<file path="config.mk">
export PLATFORM = sky130hd
export DESIGN_NAME = rr_sel_3
export DESIGN_NICKNAME = d
export VERILOG_FILES = /design/src/rtl/rr_sel_pkg.sv /design/src/rtl/rr_pick_3.sv /design/src/rtl/rr_sel_3.sv
export SDC_FILE = /design/constraint.sdc
export NUM_CORES = 1
export LEC_CHECK = 0
export CORE_AREA = 5 5 42 44
export DETAILED_ROUTE_END_ITERATION = 6
export DIE_AREA = 0 0 47 49
export GPL_TIMING_DRIVEN = 0
export PLACE_DENSITY_LB_ADDON = 0.05
export SYNTH_ARGS = -nofsm -noshare
export SYNTH_HDL_FRONTEND = slang
export SYNTH_SLANG_ARGS = --single-unit
</file>
<file path="constraint.sdc">
create_clock -name clk -period 1.9 [get_ports clk]
set_input_delay 0.19 -clock clk [delete_from_list [all_inputs] [get_ports clk]]
set_output_delay 0.19 -clock clk [all_outputs]
set_load 0.01 [all_outputs]
</file>
<file path="src/rtl/rr_sel_pkg.sv">
// rr_sel_pkg
// Shared types and constants for the 3-way round-robin select arbiter.
//   state_t     : arbiter state (idle / grant held)
//   SEL_*       : one-hot select encodings for the downstream 3:1 mux
//   sel_to_idx  : converts a one-hot select into a 2-bit source index
package rr_sel_pkg;

  typedef enum logic {
    ST_IDLE  = 1'b0,
    ST_GRANT = 1'b1
  } state_t;

  localparam logic [2:0] SEL_NONE = 3'b000;
  localparam logic [2:0] SEL_0    = 3'b001;
  localparam logic [2:0] SEL_1    = 3'b010;
  localparam logic [2:0] SEL_2    = 3'b100;

  // Zero or an illegal pattern maps to index 0. The arbiter only calls this
  // with a non-zero pick, so that case is never stored.
  function automatic logic [1:0] sel_to_idx(input logic [2:0] sel);
    logic [1:0] idx;
    idx = 2'd0;
    case (sel)
      SEL_1:   idx = 2'd1;
      SEL_2:   idx = 2'd2;
      default: idx = 2'd0;
    endcase
    return idx;
  endfunction

endpackage

</file>
<file path="src/rtl/rr_pick_3.sv">
// rr_pick_3
// Purely combinational round-robin pick for three requesters.
// Scans the sources starting just after the most recent grantee, so the
// previous grantee always has the lowest priority.
//   req  [2:0] in  : request lines
//   last [1:0] in  : index of the most recent grantee (0..2)
//   pick [2:0] out : one-hot winner, 3'b000 when no request is set
module rr_pick_3
  import rr_sel_pkg::*;
(
  input  logic [2:0] req,
  input  logic [1:0] last,
  output logic [2:0] pick
);

  // Each value of last fixes a rotated priority order. An out-of-range value
  // (3) is treated like last=2, so source 0 gets first priority.
  always_comb begin
    pick = SEL_NONE;
    case (last)
      2'd0: begin
        if (req[1])      pick = SEL_1;
        else if (req[2]) pick = SEL_2;
        else if (req[0]) pick = SEL_0;
      end
      2'd1: begin
        if (req[2])      pick = SEL_2;
        else if (req[0]) pick = SEL_0;
        else if (req[1]) pick = SEL_1;
      end
      default: begin
        if (req[0])      pick = SEL_0;
        else if (req[1]) pick = SEL_1;
        else if (req[2]) pick = SEL_2;
      end
    endcase
  end

endmodule

</file>
<file path="src/rtl/rr_sel_3.sv">
// rr_sel_3
// Round-robin arbiter for three sources. It produces a registered,
// glitch-free one-hot select for a downstream 3:1 mux. A grant may be held
// for up to BURST accepted beats before re-arbitration.
//   clk        in  : clock, rising edge
//   rst_n      in  : asynchronous active-low reset
//   req  [2:0] in  : per-source requests, held until acked
//   out_ready  in  : downstream accepts the mux output this cycle
//   s    [2:0] out : registered one-hot select, 000 when idle
//   s_valid    out : s holds a valid grant
//   ack  [2:0] out : per-source accept strobe (combinational on out_ready)
module rr_sel_3
  import rr_sel_pkg::*;
#(
  parameter int BURST = 1
) (
  input  logic       clk,
  input  logic       rst_n,
  input  logic [2:0] req,
  input  logic       out_ready,
  output logic [2:0] s,
  output logic       s_valid,
  output logic [2:0] ack
);

  localparam int              CW      = $clog2(BURST) + 1;
  localparam logic [CW-1:0]   BURST_C = CW'(BURST);
  localparam logic [CW-1:0]   ONE_C   = CW'(1);

  state_t          state_q, state_d;
  logic [2:0]      s_q, s_d;
  logic [1:0]      last_q, last_d;
  logic [CW-1:0]   cnt_q, cnt_d;
  logic [CW-1:0]   cnt_inc;
  logic [2:0]      pick;
  logic            req_held;

  rr_pick_3 u_pick (
    .req  (req),
    .last (last_q),
    .pick (pick)
  );

  // In GRANT, s_q is the one-hot form of last_q. Masking req with s_q
  // therefore gives req[last] without a variable index.
  assign req_held = |(req & s_q);
  assign cnt_inc  = cnt_q + ONE_C;

  // Next-state logic. Everything holds by default. A handshake either extends
  // the burst or re-arbitrates in the same edge, so grants run back-to-back
  // with no idle bubble.
  always_comb begin
    state_d = state_q;
    s_d     = s_q;
    last_d  = last_q;
    cnt_d   = cnt_q;
    case (state_q)
      ST_IDLE: begin
        if (|req) begin
          state_d = ST_GRANT;
          s_d     = pick;
          last_d  = sel_to_idx(pick);
          cnt_d   = '0;
        end
      end
      ST_GRANT: begin
        if (out_ready) begin
          if (req_held && (cnt_inc < BURST_C)) begin
            cnt_d = cnt_inc;
          end else if (pick != SEL_NONE) begin
            s_d    = pick;
            last_d = sel_to_idx(pick);
            cnt_d  = '0;
          end else begin
            state_d = ST_IDLE;
            s_d     = SEL_NONE;
            cnt_d   = '0;
          end
        end
      end
      default: begin
        state_d = ST_IDLE;
        s_d     = SEL_NONE;
        cnt_d   = '0;
      end
    endcase
  end

  // After reset, last points at source 2, so source 0 wins the first arbitration.
  always_ff @(posedge clk or negedge rst_n) begin
    if (!rst_n) begin
      state_q <= ST_IDLE;
      s_q     <= SEL_NONE;
      last_q  <= 2'd2;
      cnt_q   <= '0;
    end else begin
      state_q <= state_d;
      s_q     <= s_d;
      last_q  <= last_d;
      cnt_q   <= cnt_d;
    end
  end

  assign s       = s_q;
  assign s_valid = (state_q == ST_GRANT);
  assign ack     = s_q & {3{s_valid & out_ready}};

endmodule

</file>
# == After elaboration in Yosys (flattened, before gate mapping) ==
# Index checks and enable logic that the tools add are counted.
# word_totals
register_bits,7
input_bits,6
out_inout_bits,7
elab_cells,55
# op_classes
n_addsub,1
order_cmp,1
eq_ne,7
muxes,30
bitwise,4
n_reduce_logical,8
# ops
op,n
2-to-1 mux 3 bit,11
one-hot mux 3 bit (2 select lines),2
2-to-1 mux 2 bit,5
2-to-1 mux 1 bit,8
one-hot mux 2 bit (2 select lines),2
bitwise AND 3 bit,2
"!= test 2 bit, second input constant",3
OR reduction 3 bit,2
one-hot mux 1 bit (2 select lines),2
AND reduction 4 bit,1
"equality test 3 x 2 -> 1 bit, second input constant",1
"equality test 3 bit, second input constant",1
AND reduction 3 bit,1
nonzero test 3 bit,1
"equality test 2 x 1 -> 1 bit, second input constant",1
logical NOT 2 bit,1
"!= test 2 x 1 -> 1 bit, second input constant",1
AND reduction 2 bit,1
"adder 1 bit, second input constant",1
bitwise AND 1 bit,1
logical AND 1 bit,1
"< comparator 1 bit, second input constant",1
inverter 1 bit,1

# == Longest topological paths before layout ==
# logic_depth
depth_word,10
depth_mapped,4
depth_no_buf,4

# == Cells and area by module ==
# A second synthesis with hierarchy kept.
# hier_totals
cells_unflattened,43
area_unflattened_um2,421.7
# modules_own_cells
module,n_inst,cells_per_inst,area_per_inst_um2,seq_area_each_um2
rr_sel_3,1,36,370.4,176.4
rr_pick_3,1,7,51.3,0.0

# == Worst setup path before layout ==
# Ideal clock, no wire load.
# synth_timing
path_type,register to register
from,register s_q[1] (netlist: s[1])
to,register s_q[1] (netlist: s[1])
setup_ps,128
t_arrival_ps,1449
t_required_ps,1772
slack_ps,324
path_stages_with_launch,5
path_buffers,0
period_less_slack_ps,1576
path_cell_list,dfrtp_1 a222oi_1 o21ai_2 mux2i_4 mux2_1
# synth_via
elab_chain_len,5
# synth_lines
item,line_no,rtl
from (decl),rr_sel_3.sv:31,"logic [2:0] s_q, s_d;"
from (signal assigned),rr_sel_3.sv:93,s_q <= SEL_NONE;
from (signal assigned),rr_sel_3.sv:98,s_q <= s_d;
bitwise AND 3 bit,rr_sel_3.sv:46,assign req_held = |(req & s_q);
OR reduction 3 bit,rr_sel_3.sv:46,
logical AND 1 bit,rr_sel_3.sv:68,if (req_held && (cnt_inc < BURST_C)) begin
!= test 2 bit (no source line),n/a,
AND reduction 3 bit (no source line),n/a,
# No other way between the ends.
# A chain may end at the register's enable or synchronous reset.

# == Worst setup path after layout ==
# layout_timing
from,input req[1]
to,register s_q[1] (netlist: s[1])
# layout_via
elab_chain_len,9
word_cells_on_any_way,20
classes_between,eq/ne (2); mux (12); bitwise (1); reduce/logical (5)
# layout_lines
item,line_no,rtl
from (decl),rr_sel_3.sv:19,"input logic [2:0] req,"
2-to-1 mux 2 bit,rr_pick_3.sv:29,else if (req[1]) pick = SEL_1;
2-to-1 mux 3 bit,rr_pick_3.sv:28,else if (req[0]) pick = SEL_0;
2-to-1 mux 3 bit,rr_pick_3.sv:27,if (req[2]) pick = SEL_2;
one-hot mux 3 bit (2 select lines),rr_pick_3.sv:20,case (last)
nonzero test 3 bit,rr_sel_3.sv:70,end else if (pick != SEL_NONE) begin
2-to-1 mux 3 bit,rr_sel_3.sv:70,
2-to-1 mux 3 bit,rr_sel_3.sv:68,
2-to-1 mux 3 bit,rr_sel_3.sv:67,if (out_ready) begin
one-hot mux 3 bit (2 select lines),rr_sel_3.sv:57,case (state_q)
# Parallel ways exist; a longest one is shown, timed or not. The select of a mux whose other input is x is not followed.

==> run summary <==
POWER AND IR DROP
----------------------------------------------------------------------------------------
Lkg Pwr ...................................................................     0.239 nW
Switching part of the total ...............................................        27.3%
Power density over cell area ..............................................  803 mW/mm^2
Fraction of power consumed by sequential logic ............................        42.9%
Power share of the clock group ............................................        29.5%
Net switching component of the power ......................................     0.122 mW
Combinational share of power ..............................................        27.7%
Power Internal ............................................................     0.323 mW
Max VDD drop ..............................................................     0.390 mV
Total power of the final layout ...........................................     0.445 mW

CELLS AND AREA
----------------------------------------------------------------------------------------
Number of non-filler instances in the completed layout ....................           68
Share of layout cells above drive strength 1 ..............................        19.2%
Final layout net count ....................................................           59
Number of inserted diodes .................................................            0
Layout-stage area growth over the synthesis result ........................        42.9%
Final cell area excluding filler cells ....................................     554 um^2

STA
----------------------------------------------------------------------------------------
Sum Neg Setup Slack .......................................................         0 ps
Hold WS ...................................................................       223 ps
Transition time of the tightest slew-check pin ............................       593 ps
Final period demand of the worst path .....................................      1710 ps
Portion of the clock cycle consumed by the worst path in the final layout .        90.1%
Setup skew after layout ...................................................      3.52 ps
Total of endpoints with negative setup slack in the final report ..........            0
Hold Fails Final Rpt ......................................................            0
RSZ-0062 raised after global routing ......................................           no
Top achievable clock speed ................................................      584 MHz
Tightest slew margin relative to the limit ................................        60.2%
Final count of pins violating max slew ....................................            0

CRITICAL PATH
----------------------------------------------------------------------------------------
Worst setup path start ....................................................       req[1]
Critical path class .......................................................       in2reg
Startpoint kind of the worst setup timing path ............................    input pin
Cell type of the slowest stage on the worst timing path ................... sky130_fd_sc_hd__clkdlybuf4s50_1
Largest fanout on the critical path .......................................            5
Beginning of the worst register-to-register path .......................... s[1]$_DFFE_PN0P_
Max incr delay on CP ......................................................       490 ps
Critical path data required time ..........................................      2030 ps
Cell-by-cell listing of the critical path ................................. clkdlybuf4s50_1, a222oi_1, o21ai_2, mux2i_4, mux2_1
Signal arrival time at the worst endpoint .................................      1840 ps
Kind of cell adding the most delay to the critical path ................... multiplexers
Kind of end point of the critical path ....................................    flip-flop
Count of buffering cells on the critical path with inverters included .....            1

RUN
----------------------------------------------------------------------------------------
Max-capacitance violation count ...........................................            0

CLOCK NETWORK
----------------------------------------------------------------------------------------
Post-CTS sizing ...........................................................            0
TritonCTS clock tree ......................................................        built
Buffer levels on the longest clock path ...................................            2
Clock latency on the worst-skew pair ......................................       240 ps
H-tree Lvls ...............................................................            1
Hold buffer count at cts ..................................................            0
Buffer cell driving the clock tree root ................................... sky130_fd_sc_hd__clkbuf_4
Clock Sink Count ..........................................................            7
Number of buffers created by CTS ..........................................            3
Reg clk slew, reported paths ..............................................        50 ps
Setup repair bufs after CTS ...............................................            0

STATUS
----------------------------------------------------------------------------------------
Run status ................................................................    completed

ROUTING
----------------------------------------------------------------------------------------
DRT Wirelength ............................................................       957 um
Antenna Violating Nets Remaining ..........................................            0
DR vias/cell ..............................................................         4.97
Via total after detailed routing ..........................................          338
Number of optimization iterations in the first detailed-route pass ........            4
Drt first-iter violations .................................................            8
Routed wirelength normalized by instance count ............................      14.1 um
Remaining DRCs ............................................................            0

SYNTHESIS
----------------------------------------------------------------------------------------
Post-synthesis cell area ..................................................     388 um^2
Cell type with the largest total area after synthesis ..................... sky130_fd_sc_hd__dfrtp_1
Number of standard cells after synthesis ..................................           36
Syn. warnings .............................................................            0
Primary FF master, synth .................................................. sky130_fd_sc_hd__dfrtp_1
Largest cells by area after synthesis ..................................... sky130_fd_sc_hd__dfrtp_1, sky130_fd_sc_hd__dfstp_2, sky130_fd_sc_hd__mux2i_4
List of most frequent post-synthesis cells ................................ sky130_fd_sc_hd__dfrtp_1, sky130_fd_sc_hd__a21oi_1, sky130_fd_sc_hd__and3_1, sky130_fd_sc_hd__inv_1
Share of Yosys cell area claimed by the top area cell type ................        38.7%
Count of flip-flops with a built-in enable after synthesis ................            0
Mean Syn Cell Area ........................................................    10.8 um^2
Syn nets ..................................................................           42
Yosys reg bits ............................................................            7
Number of library cell types mapped by synthesis ..........................           23
Async set-or-reset flop fraction in the synthesized netlist ...............         100%
Cell with the most instances after synthesis .............................. sky130_fd_sc_hd__dfrtp_1
Fraction of the yosys area taken by sequential cells ......................        45.5%

PLACE
----------------------------------------------------------------------------------------
GP Congestion .............................................................        0.819
HPWL after DPL ............................................................       742 um
Count of input and output buffers .........................................           12
Placement Cell Area .......................................................     528 um^2
Inst Count DP .............................................................           64

GLOBAL ROUTING
----------------------------------------------------------------------------------------
Number of antenna violations at the first check in global routing .........            0
Total global routing track utilization ....................................        9.76%
Number of global-route vias before repair .................................          361
Global route total overflow ...............................................            0
Pin count of the biggest net entering global routing ......................           10
Wire length of the first global-routing pass ..............................      1.64 mm

FLOORPLAN
----------------------------------------------------------------------------------------
Placeable core region ..................................................... 0.00140 mm^2
Area enclosed by the die boundary ......................................... 0.00230 mm^2
Die Y .....................................................................        49 um
Top-level I/O count .......................................................           13
Number of core rows .......................................................           14
Starting Density ..........................................................        27.7%
Horiz. Die Dim ............................................................        47 um

WORST HOLD PATH
----------------------------------------------------------------------------------------
Worst min-delay path category .............................................     in2async

[layout by cell type (no fill, tap or decap)]
cell type and count:
sky130_fd_sc_hd__clkdlybuf4s50_1 12, sky130_fd_sc_hd__dfrtp_1 6, sky130_fd_sc_hd__and3_1 3, sky130_fd_sc_hd__inv_1 3, sky130_fd_sc_hd__a21oi_1 3, sky130_fd_sc_hd__clkbuf_4 3
sky130_fd_sc_hd__nand2_1 2, sky130_fd_sc_hd__nand2b_1 2, sky130_fd_sc_hd__nor3_1 1, sky130_fd_sc_hd__a222oi_1 1, sky130_fd_sc_hd__o21ai_2 1, sky130_fd_sc_hd__o21ai_0 1
sky130_fd_sc_hd__mux2i_4 1, sky130_fd_sc_hd__mux2i_1 1, sky130_fd_sc_hd__nor2_1 1, sky130_fd_sc_hd__o21a_1 1, sky130_fd_sc_hd__mux2_4 1, sky130_fd_sc_hd__a21o_2 1
sky130_fd_sc_hd__a22o_2 1, sky130_fd_sc_hd__nor2b_1 1, sky130_fd_sc_hd__o22ai_1 1, sky130_fd_sc_hd__and2_2 1, sky130_fd_sc_hd__mux2_1 1, sky130_fd_sc_hd__a22o_1 1
sky130_fd_sc_hd__clkbuf_1 1, sky130_fd_sc_hd__dfstp_2 1
[metrics by stage]
stage | utilization [%] | setup slack [ps]
after floorplan | - | 324
after global placement | 37.7 | -55.8
after detailed placement | 37.7 | -51.8
after CTS | 39.6 | 181
after global routing | 39.6 | 102
final | 39.6 | 188
[path summary, 6_finish.rpt]
check	endpoint	slack (ps)	cells past startpoint
min	s[2]$_DFFE_PN0P_	220	1
min reg2reg	cnt_q$_DFFE_PN0P_	520	2
max reg2reg	s[1]$_DFFE_PN0P_	230	4
max in group asynchronous	last_q[1]$_DFFE_PN1P_	1370	1
max	s[1]$_DFFE_PN0P_	190	5
min in group clk	cnt_q$_DFFE_PN0P_	520	2
[kinds of logic after synthesis]
logic type / count (synthesis) / share of synthesized area (%)
DFF: 7 / 45.5
buffers and inverters: 3 / 2.90
muxes: 4 / 15.2
AOI/OAI and AO/OA: 11 / 20.6
and+or+nand+nor: 11 / 15.8
[sequential cells by signal (all words and copies together) (netlist names)]
name	count
last_q	2
s	3
cnt_q	1
s_valid	1
[power groups by stage]
stage               clock (mW)  combinational (mW)  sequential, mW
floorplan                    0              0.0575           0.193
global placement             0               0.122           0.191
detailed placement           0               0.124           0.193
CTS                      0.137               0.124           0.191
global route             0.150               0.133           0.195
finish                   0.131               0.123           0.191
[layout make-up]
class,count,area (um^2)
fill,152,847
sequential,7,176
timing repair buffer,12,120
multi-input combinational,26,200
tap,16,20.0
inverter,3,11.3
clock buffer,4,26.3
[layer usage]
metal | vias to the layer above | global-route usage (%) | share of wire, %
met5 | - | 0 | 0
li1 | 163 | - | -
met3 | 2 | 2.58 | 8.5
met4 | 0 | 5.53 | 1.5
met2 | 12 | 14.7 | 51
met1 | 161 | 12.0 | 39
No activity file was read; power rests on OpenSTA's default activity.
